## src/rtl/uart_pkg.sv

```systemverilog
// -----------------------------------------------------------------------------
// uart_pkg
//   Shared definitions for the UART blocks of cpu_top.
//   - tx_state_t : transmitter frame state
//   - UART_DATA / UART_STAT : MMIO addresses decoded by the CPU store path
//   - calc_div   : clocks per bit for a given core clock and line rate
// -----------------------------------------------------------------------------
package uart_pkg;

   typedef enum logic [1:0] {
      IDLE  = 2'd0,
      START = 2'd1,
      DATA  = 2'd2,
      STOP  = 2'd3
   } tx_state_t;

   localparam logic [31:0] UART_DATA = 32'h1000_0000;
   localparam logic [31:0] UART_STAT = 32'h1000_0004;

   // Integer clocks per bit; the caller guarantees the ratio is >= 2.
   function automatic int calc_div(input int clk_hz, input int baud);
      return clk_hz / baud;
   endfunction

endpackage

```

## src/rtl/sync_fifo.sv

```systemverilog
// -----------------------------------------------------------------------------
// sync_fifo
//   Single-clock first-word-fall-through FIFO. pop_data always shows the head
//   entry. Pushes while full and pops while empty are ignored, so callers may
//   drive push/pop unconditionally.
// Ports
//   clk, rstn   : clock, asynchronous active-low reset (pointers only)
//   push        : write push_data when not full
//   pop         : discard head entry when not empty
//   pop_data    : head entry (valid when empty = 0)
//   full, empty : occupancy flags, decoded from registered pointers
//   level       : occupancy 0..DEPTH
// -----------------------------------------------------------------------------
module sync_fifo #(
   parameter int WIDTH = 8,
   parameter int DEPTH = 16
) (
   input  logic                     clk,
   input  logic                     rstn,
   input  logic                     push,
   input  logic [WIDTH-1:0]         push_data,
   input  logic                     pop,
   output logic [WIDTH-1:0]         pop_data,
   output logic                     full,
   output logic                     empty,
   output logic [$clog2(DEPTH):0]   level
);

   localparam int AW = $clog2(DEPTH);
   localparam logic [AW:0] FULL_LEVEL = (AW+1)'(DEPTH);
   localparam logic [AW:0] PTR_ONE    = (AW+1)'(1);
   localparam logic [AW:0] PTR_ZERO   = (AW+1)'(0);

   // Pointers carry one extra MSB so full and empty differ when indices match.
   logic [AW:0]      wr_ptr_r;
   logic [AW:0]      rd_ptr_r;
   logic [WIDTH-1:0] mem_r [DEPTH];
   logic             push_ok_s;
   logic             pop_ok_s;

   assign level     = wr_ptr_r - rd_ptr_r;
   assign full      = (level == FULL_LEVEL);
   assign empty     = (level == PTR_ZERO);
   assign push_ok_s = push & ~full;
   assign pop_ok_s  = pop & ~empty;
   assign pop_data  = mem_r[rd_ptr_r[AW-1:0]];

   // Pointer registers.
   always_ff @(posedge clk or negedge rstn) begin
      if (!rstn) begin
         wr_ptr_r <= PTR_ZERO;
         rd_ptr_r <= PTR_ZERO;
      end else begin
         if (push_ok_s) begin
            wr_ptr_r <= wr_ptr_r + PTR_ONE;
         end
         if (pop_ok_s) begin
            rd_ptr_r <= rd_ptr_r + PTR_ONE;
         end
      end
   end

   // Storage array; contents are don't-care until written.
   always_ff @(posedge clk) begin
      if (push_ok_s) begin
         mem_r[wr_ptr_r[AW-1:0]] <= push_data;
      end
   end

endmodule

```

## src/rtl/uart_tx_buffered.sv

```systemverilog
// -----------------------------------------------------------------------------
// uart_tx_buffered
//   Buffered 8N1 UART transmitter. CPU stores arrive as one-cycle wr_en pulses,
//   are queued in a sync_fifo and sent LSB-first at CLK_HZ/BAUD clocks per bit.
//   Writes while full are dropped and latch the sticky overflow flag.
// Ports
//   clk, rstn : core clock, asynchronous active-low reset
//   wr_en     : write strobe, wr_data : byte to send
//   full      : FIFO holds FIFO_DEPTH bytes
//   busy      : frame in progress or bytes queued
//   level     : FIFO occupancy
//   overflow  : sticky, a write was dropped (cleared by reset only)
//   uart_tx   : registered serial line, idle high
// -----------------------------------------------------------------------------
module uart_tx_buffered
   import uart_pkg::*;
#(
   parameter int CLK_HZ     = 50_000_000,
   parameter int BAUD       = 115_200,
   parameter int FIFO_DEPTH = 16
) (
   input  logic                          clk,
   input  logic                          rstn,
   input  logic                          wr_en,
   input  logic [7:0]                    wr_data,
   output logic                          full,
   output logic                          busy,
   output logic [$clog2(FIFO_DEPTH):0]   level,
   output logic                          overflow,
   output logic                          uart_tx
);

   localparam int DIV = calc_div(CLK_HZ, BAUD);
   localparam int CW  = $clog2(DIV);
   localparam logic [CW-1:0] BAUD_LAST = CW'(DIV - 1);
   localparam logic [CW-1:0] CNT_ONE   = CW'(1);
   localparam logic [CW-1:0] CNT_ZERO  = CW'(0);

   tx_state_t   state_r;
   tx_state_t   state_next_s;
   logic [CW-1:0] baud_cnt_r;
   logic [2:0]  bit_idx_r;
   logic [7:0]  shift_r;
   logic [7:0]  shift_next_s;
   logic        uart_tx_r;
   logic        tx_next_s;
   logic        overflow_r;
   logic        fifo_empty_s;
   logic [7:0]  fifo_data_s;
   logic        pop_s;
   logic        baud_wrap_s;

   sync_fifo #(
      .WIDTH (8),
      .DEPTH (FIFO_DEPTH)
   ) u_fifo (
      .clk       (clk),
      .rstn      (rstn),
      .push      (wr_en),
      .push_data (wr_data),
      .pop       (pop_s),
      .pop_data  (fifo_data_s),
      .full      (full),
      .empty     (fifo_empty_s),
      .level     (level)
   );

   assign baud_wrap_s = (baud_cnt_r == BAUD_LAST);
   // Pop when leaving IDLE or at the end of STOP, giving zero-gap frames.
   assign pop_s    = ~fifo_empty_s &
                     ((state_r == IDLE) | ((state_r == STOP) & baud_wrap_s));
   assign busy     = (state_r != IDLE) | ~fifo_empty_s;
   assign overflow = overflow_r;
   assign uart_tx  = uart_tx_r;

   // FSM state register.
   always_ff @(posedge clk or negedge rstn) begin
      if (!rstn) begin
         state_r <= IDLE;
      end else begin
         state_r <= state_next_s;
      end
   end

   // FSM next-state decode.
   always_comb begin
      state_next_s = state_r;
      case (state_r)
         IDLE: begin
            if (!fifo_empty_s) state_next_s = START;
            else               state_next_s = IDLE;
         end
         START: begin
            if (baud_wrap_s) state_next_s = DATA;
            else             state_next_s = START;
         end
         DATA: begin
            if (baud_wrap_s && (bit_idx_r == 3'd7)) state_next_s = STOP;
            else                                     state_next_s = DATA;
         end
         STOP: begin
            if (baud_wrap_s) state_next_s = fifo_empty_s ? IDLE : START;
            else             state_next_s = STOP;
         end
         default: state_next_s = IDLE;
      endcase
   end

   // Output decode: line level for the state being entered, so uart_tx is registered.
   always_comb begin
      tx_next_s = 1'b1;
      case (state_next_s)
         IDLE:    tx_next_s = 1'b1;
         START:   tx_next_s = 1'b0;
         DATA:    tx_next_s = shift_next_s[0];
         STOP:    tx_next_s = 1'b1;
         default: tx_next_s = 1'b1;
      endcase
   end

   // Shift register next value: load on pop, shift right after each data bit.
   always_comb begin
      shift_next_s = shift_r;
      if (pop_s) begin
         shift_next_s = fifo_data_s;
      end else if ((state_r == DATA) && baud_wrap_s) begin
         shift_next_s = {1'b0, shift_r[7:1]};
      end else begin
         shift_next_s = shift_r;
      end
   end

   // Datapath registers: baud counter, bit index, shift register, line, overflow.
   always_ff @(posedge clk or negedge rstn) begin
      if (!rstn) begin
         baud_cnt_r <= CNT_ZERO;
         bit_idx_r  <= 3'd0;
         shift_r    <= 8'd0;
         uart_tx_r  <= 1'b1;
         overflow_r <= 1'b0;
      end else begin
         if ((state_r == IDLE) || baud_wrap_s) begin
            baud_cnt_r <= CNT_ZERO;
         end else begin
            baud_cnt_r <= baud_cnt_r + CNT_ONE;
         end
         // 3-bit index wraps 7 -> 0 on the last data bit, ready for the next frame.
         if ((state_r == DATA) && baud_wrap_s) begin
            bit_idx_r <= bit_idx_r + 3'd1;
         end
         shift_r   <= shift_next_s;
         uart_tx_r <= tx_next_s;
         if (wr_en && full) begin
            overflow_r <= 1'b1;
         end
      end
   end

endmodule

```

## config.mk

```make
export PLATFORM = sky130hd
export DESIGN_NAME = uart_tx_buffered
export DESIGN_NICKNAME = d
export VERILOG_FILES = /design/src/rtl/uart_pkg.sv /design/src/rtl/sync_fifo.sv /design/src/rtl/uart_tx_buffered.sv
export SDC_FILE = /design/constraint.sdc
export NUM_CORES = 1
export LEC_CHECK = 0
export BUFFER_PORTS_ARGS = -buffer_cell sky130_fd_sc_hd__buf_4
export CORE_AREA = 4 4 116 118
export CTS_CLUSTER_DIAMETER = 30
export DETAILED_ROUTE_END_ITERATION = 6
export DIE_AREA = 0 0 120 122
export PLACE_DENSITY = 0.72
export SYNTH_ARGS = -nofsm -noshare
export SYNTH_HDL_FRONTEND = slang
export SYNTH_HIERARCHICAL = 1
export SYNTH_SLANG_ARGS = --single-unit
```

## constraint.sdc

```tcl
create_clock -name clk -period 7.6 [get_ports clk]
set_clock_uncertainty 0.05 [all_clocks]
set_input_delay 1.52 -clock clk [delete_from_list [all_inputs] [get_ports clk]]
set_output_delay 1.52 -clock clk [all_outputs]
set_load 0.02 [all_outputs]
```

==> impl_metrics.csv <==
group,metric,value,unit
power_and_ir_drop,power.leakage,2.821,nW
route,wire_per_inst,20.23,µm
cts,clock_latency,420,ps
worst_setup_path,cp_data_required_time,6030,ps
cts,hold_buffers,0,
cts,cts.sinks,162,
synthesis,synth_ff_type,"edfxtp_1",
timing,setup_viol,0,
global_routing,grt_pass1_vias,3447,
synthesis,synth-edff-count,128,
hold_path,hold_path_end,"overflow",
layout,fill_cells,860,
timing,rsz0062_at_grt,"no",
synthesis,yosysTopAreaCell,"edfxtp_1",
synthesis,syn_inst,373,
synthesis,yosysWarnings,6,
die,rows,41,
placement,port_buffers,19,
route,drt_iter0_markers,265,
cts,post_cts_resized,0,
synthesis,netlist_area,6838,µm²
die,core_area,12470,µm²
route,route.antenna.remaining_nets,0,
route,first_pass_iters,4,
synthesis,synthTopCellsByCount,"128 x edfxtp_1, 40 x mux4_2, 33 x dfrtp_1",
worst_setup_path,cp_max_fo,36,
synthesis,ys_ff_latch,162,
timing,hold_slack,409.4,ps
timing,tns,0,ps
global_routing,grt_usage,0.1767,
worst_setup_path,reg2reg_depth,11,
die,die_y,122,µm
timing,max-slew-margin-rel,0.5462,
hold_path,holdPathStages,1,
global_routing,antenna_found_initial,0,
worst_setup_path,critPathLaunchType,"flip-flop",
synthesis,synthTopCellsByArea,"edfxtp_1 56%, mux4_2 13%, dfrtp_1 12%",
global_routing,grt_max_degree,37,
worst_setup_path,r2r-end,"uart_tx",
outcome,status,"complete, no violations",
timing,slew_viol_final,0,
hold_path,min_path_type,"reg -> reg",
synthesis,yosysMostFrequentCell,"edfxtp_1",
layout,design_area,7690,µm²
power_and_ir_drop,vdd_drop_max,0.2944,mV
global_routing,gr-total-overflow,0,
cts,path_clk_slew,60,ps
placement,dpl.hpwl,7.656,mm
route,remaining_drc_errors,0,
layout,multi_input_area,2002,µm²
synthesis,ys_types,50,
timing,tightestPinTransition,680.8,ps
global_routing,grt_pass1_wl,19.09,mm
synthesis,synth_seq_area_share,0.6867,
worst_setup_path,critical_path_arrival,3350,ps
route,routed_wirelength,11.79,mm
hold_path,min_from,"overflow",
timing,period_share,0.6471,
timing,hold_viol,0,
die,initial_core_util,0.5485,
worst_setup_path,regToRegStartpoint,"u_fifo/rd_ptr_r[0]",
layout,drive_gt1_frac,0.2506,
placement,place.gp.congestion,0.7304,
worst_setup_path,crit_type,"reg -> out",
synthesis,syn_nets,399,
placement,place_area,7132,µm²
cts,numCtsBuffers,17,
route,vias,3351,
die,dieArea,14640,µm²
cts,cts_root_buffer,"clkbuf_16",
synthesis,avgSynthCellArea,18.33,µm²
cts,htree_levels,4,
layout,regArea,4697,µm²
cts,post_cts.repair.setup_buffers,0,
cts,cts_tree,"done",
worst_setup_path,r2r_setup_slack,3430,ps
power_and_ir_drop,fin_total_pwr,2.960,mW
timing,period_needed,4918,ps
power_and_ir_drop,power_density,384.9,nW/µm²
timing,fmax,0.2033,GHz
run,max-cap-violations,0,
worst_setup_path,cp-end-kind,"output pin",
synthesis,synth-async-reset-ratio,0.2099,
route,vias_per_cell,5.748,
synthesis,synth_top_area_share,0.5621,
layout,antenna_cells,0,
die,fp.dieW,120,µm
die,pin_count,20,
layout,nets,425,
cts,clockBufferDepth,2,
layout,areaGrowthSynthToFinish,12.46,%
==> cells in the final DEF (no fill, tap or decap), types with 3 or more instances in the layout <==
cell type / count
ha_1: 14
edfxtp_1: 128
nand2_1: 8
clkinv_4: 4
and3_1: 15
nand3_1: 7
mux4_2: 40
nand4_1: 3
nor2_1: 15
inv_6: 3
xor2_1: 14
nand2b_1: 3
a21oi_1: 5
buf_4: 23
a21o_1: 7
xnor2_1: 6
dfrtp_1: 32
inv_1: 12
clkbuf_16: 17
a22o_1: 6
and2_1: 3
mux2_2: 3
nor2b_1: 3
==> critical path, stage by stage, from the launching register on <==
cell and delay [ps]:
dfrtp_2 340, buf_4 540, ha_1 280, inv_1 50
fa_1 470, nor3b_1 230, nand4b_1 230, a2bb2oi_2 510
nand2_1 100, buf_4 180
==> routing by layer <==
| metal | track usage | part of all wire | vias to the layer above | wire length [µm] |
|---|---|---|---|---|
| li1 | - | - | 1525 | - |
| met1 | 0.2453 | 0.45 | 1749 | 5265 |
| met2 | 0.2803 | 0.50 | 70 | 5862 |
| met3 | 0.04735 | 0.046 | 7 | 543 |
| met4 | 0.04939 | 0.010 | 0 | 121 |
| met5 | 0 | 0 | - | 0 |
==> metrics by stage <==
step | setup slack, ps | std cells | utilization
final | 2682 | 583 | 0.6169
after CTS | 2635 | 583 | 0.6169
after global placement | 3218 | 552 | 0.5721
after floorplan | 3424 | 373 | -
after detailed placement | 3102 | 552 | 0.5721
after global routing | 2440 | 583 | 0.6169
==> cells by family (layout without fill, tap and decap cells) <==
| kind of cell | after synthesis | count (layout) | share of synthesized area |
|---|---|---|---|
| buffers and inverters | 28 | 66 | 0.02049 |
| flip-flops | 162 | 162 | 0.6867 |
| AND/OR/NAND/NOR | 73 | 73 | 0.06093 |
| AO/OA/AOI/OAI | 30 | 30 | 0.03733 |
| XOR/XNOR | 20 | 20 | 0.02562 |
| multiplexers | 45 | 45 | 0.1403 |
| adder cells (fa/ha/maj) | 15 | 15 | 0.02855 |
==> state kept, by name (all words and copies together) (netlist names) <==
name and cells:
bit_idx_r 3, u_fifo/wr_ptr_r 5, state_r 2, uart_tx 1, shift_r 8, baud_cnt_r 9
u_fifo/rd_ptr_r 5, overflow 1, u_fifo/mem_r 128
==> cell type report <==
type,count,share of cell area
clock inverters,13,0.01676
flip-flops and latches,162,0.6108
well taps,172,0.02799
inverters,12,0.005857
clock buffers,18,0.05581
multi-input cells,183,0.2603
repair buffers,23,0.02245
==> where the power goes <==
group          leakage, nW  internal [mW]  total [mW]  switching (mW)
Sequential            1.58           1.10        1.18          0.0840
Combinational        0.972          0.461       0.975           0.514
Clock                0.270          0.456       0.803           0.347
Total                 2.82           2.01        2.96           0.946
==> how the worst max path moves through the flow <==
stage	end	startpoint	slack [ps]	cells after the start
2_1_floorplan	busy	u_fifo/rd_ptr_r[1]	3420	8
3_3_place_gp	busy	u_fifo/rd_ptr_r[0]	3220	9
3_5_place_dp	busy	u_fifo/rd_ptr_r[0]	3100	9
4_1_cts	busy	u_fifo/rd_ptr_r[0]	2640	9
5_1_grt	busy	u_fifo/rd_ptr_r[0]	2440	9
6_report	busy	u_fifo/rd_ptr_r[0]	2680	9
(Power assumes the default switching activity.)
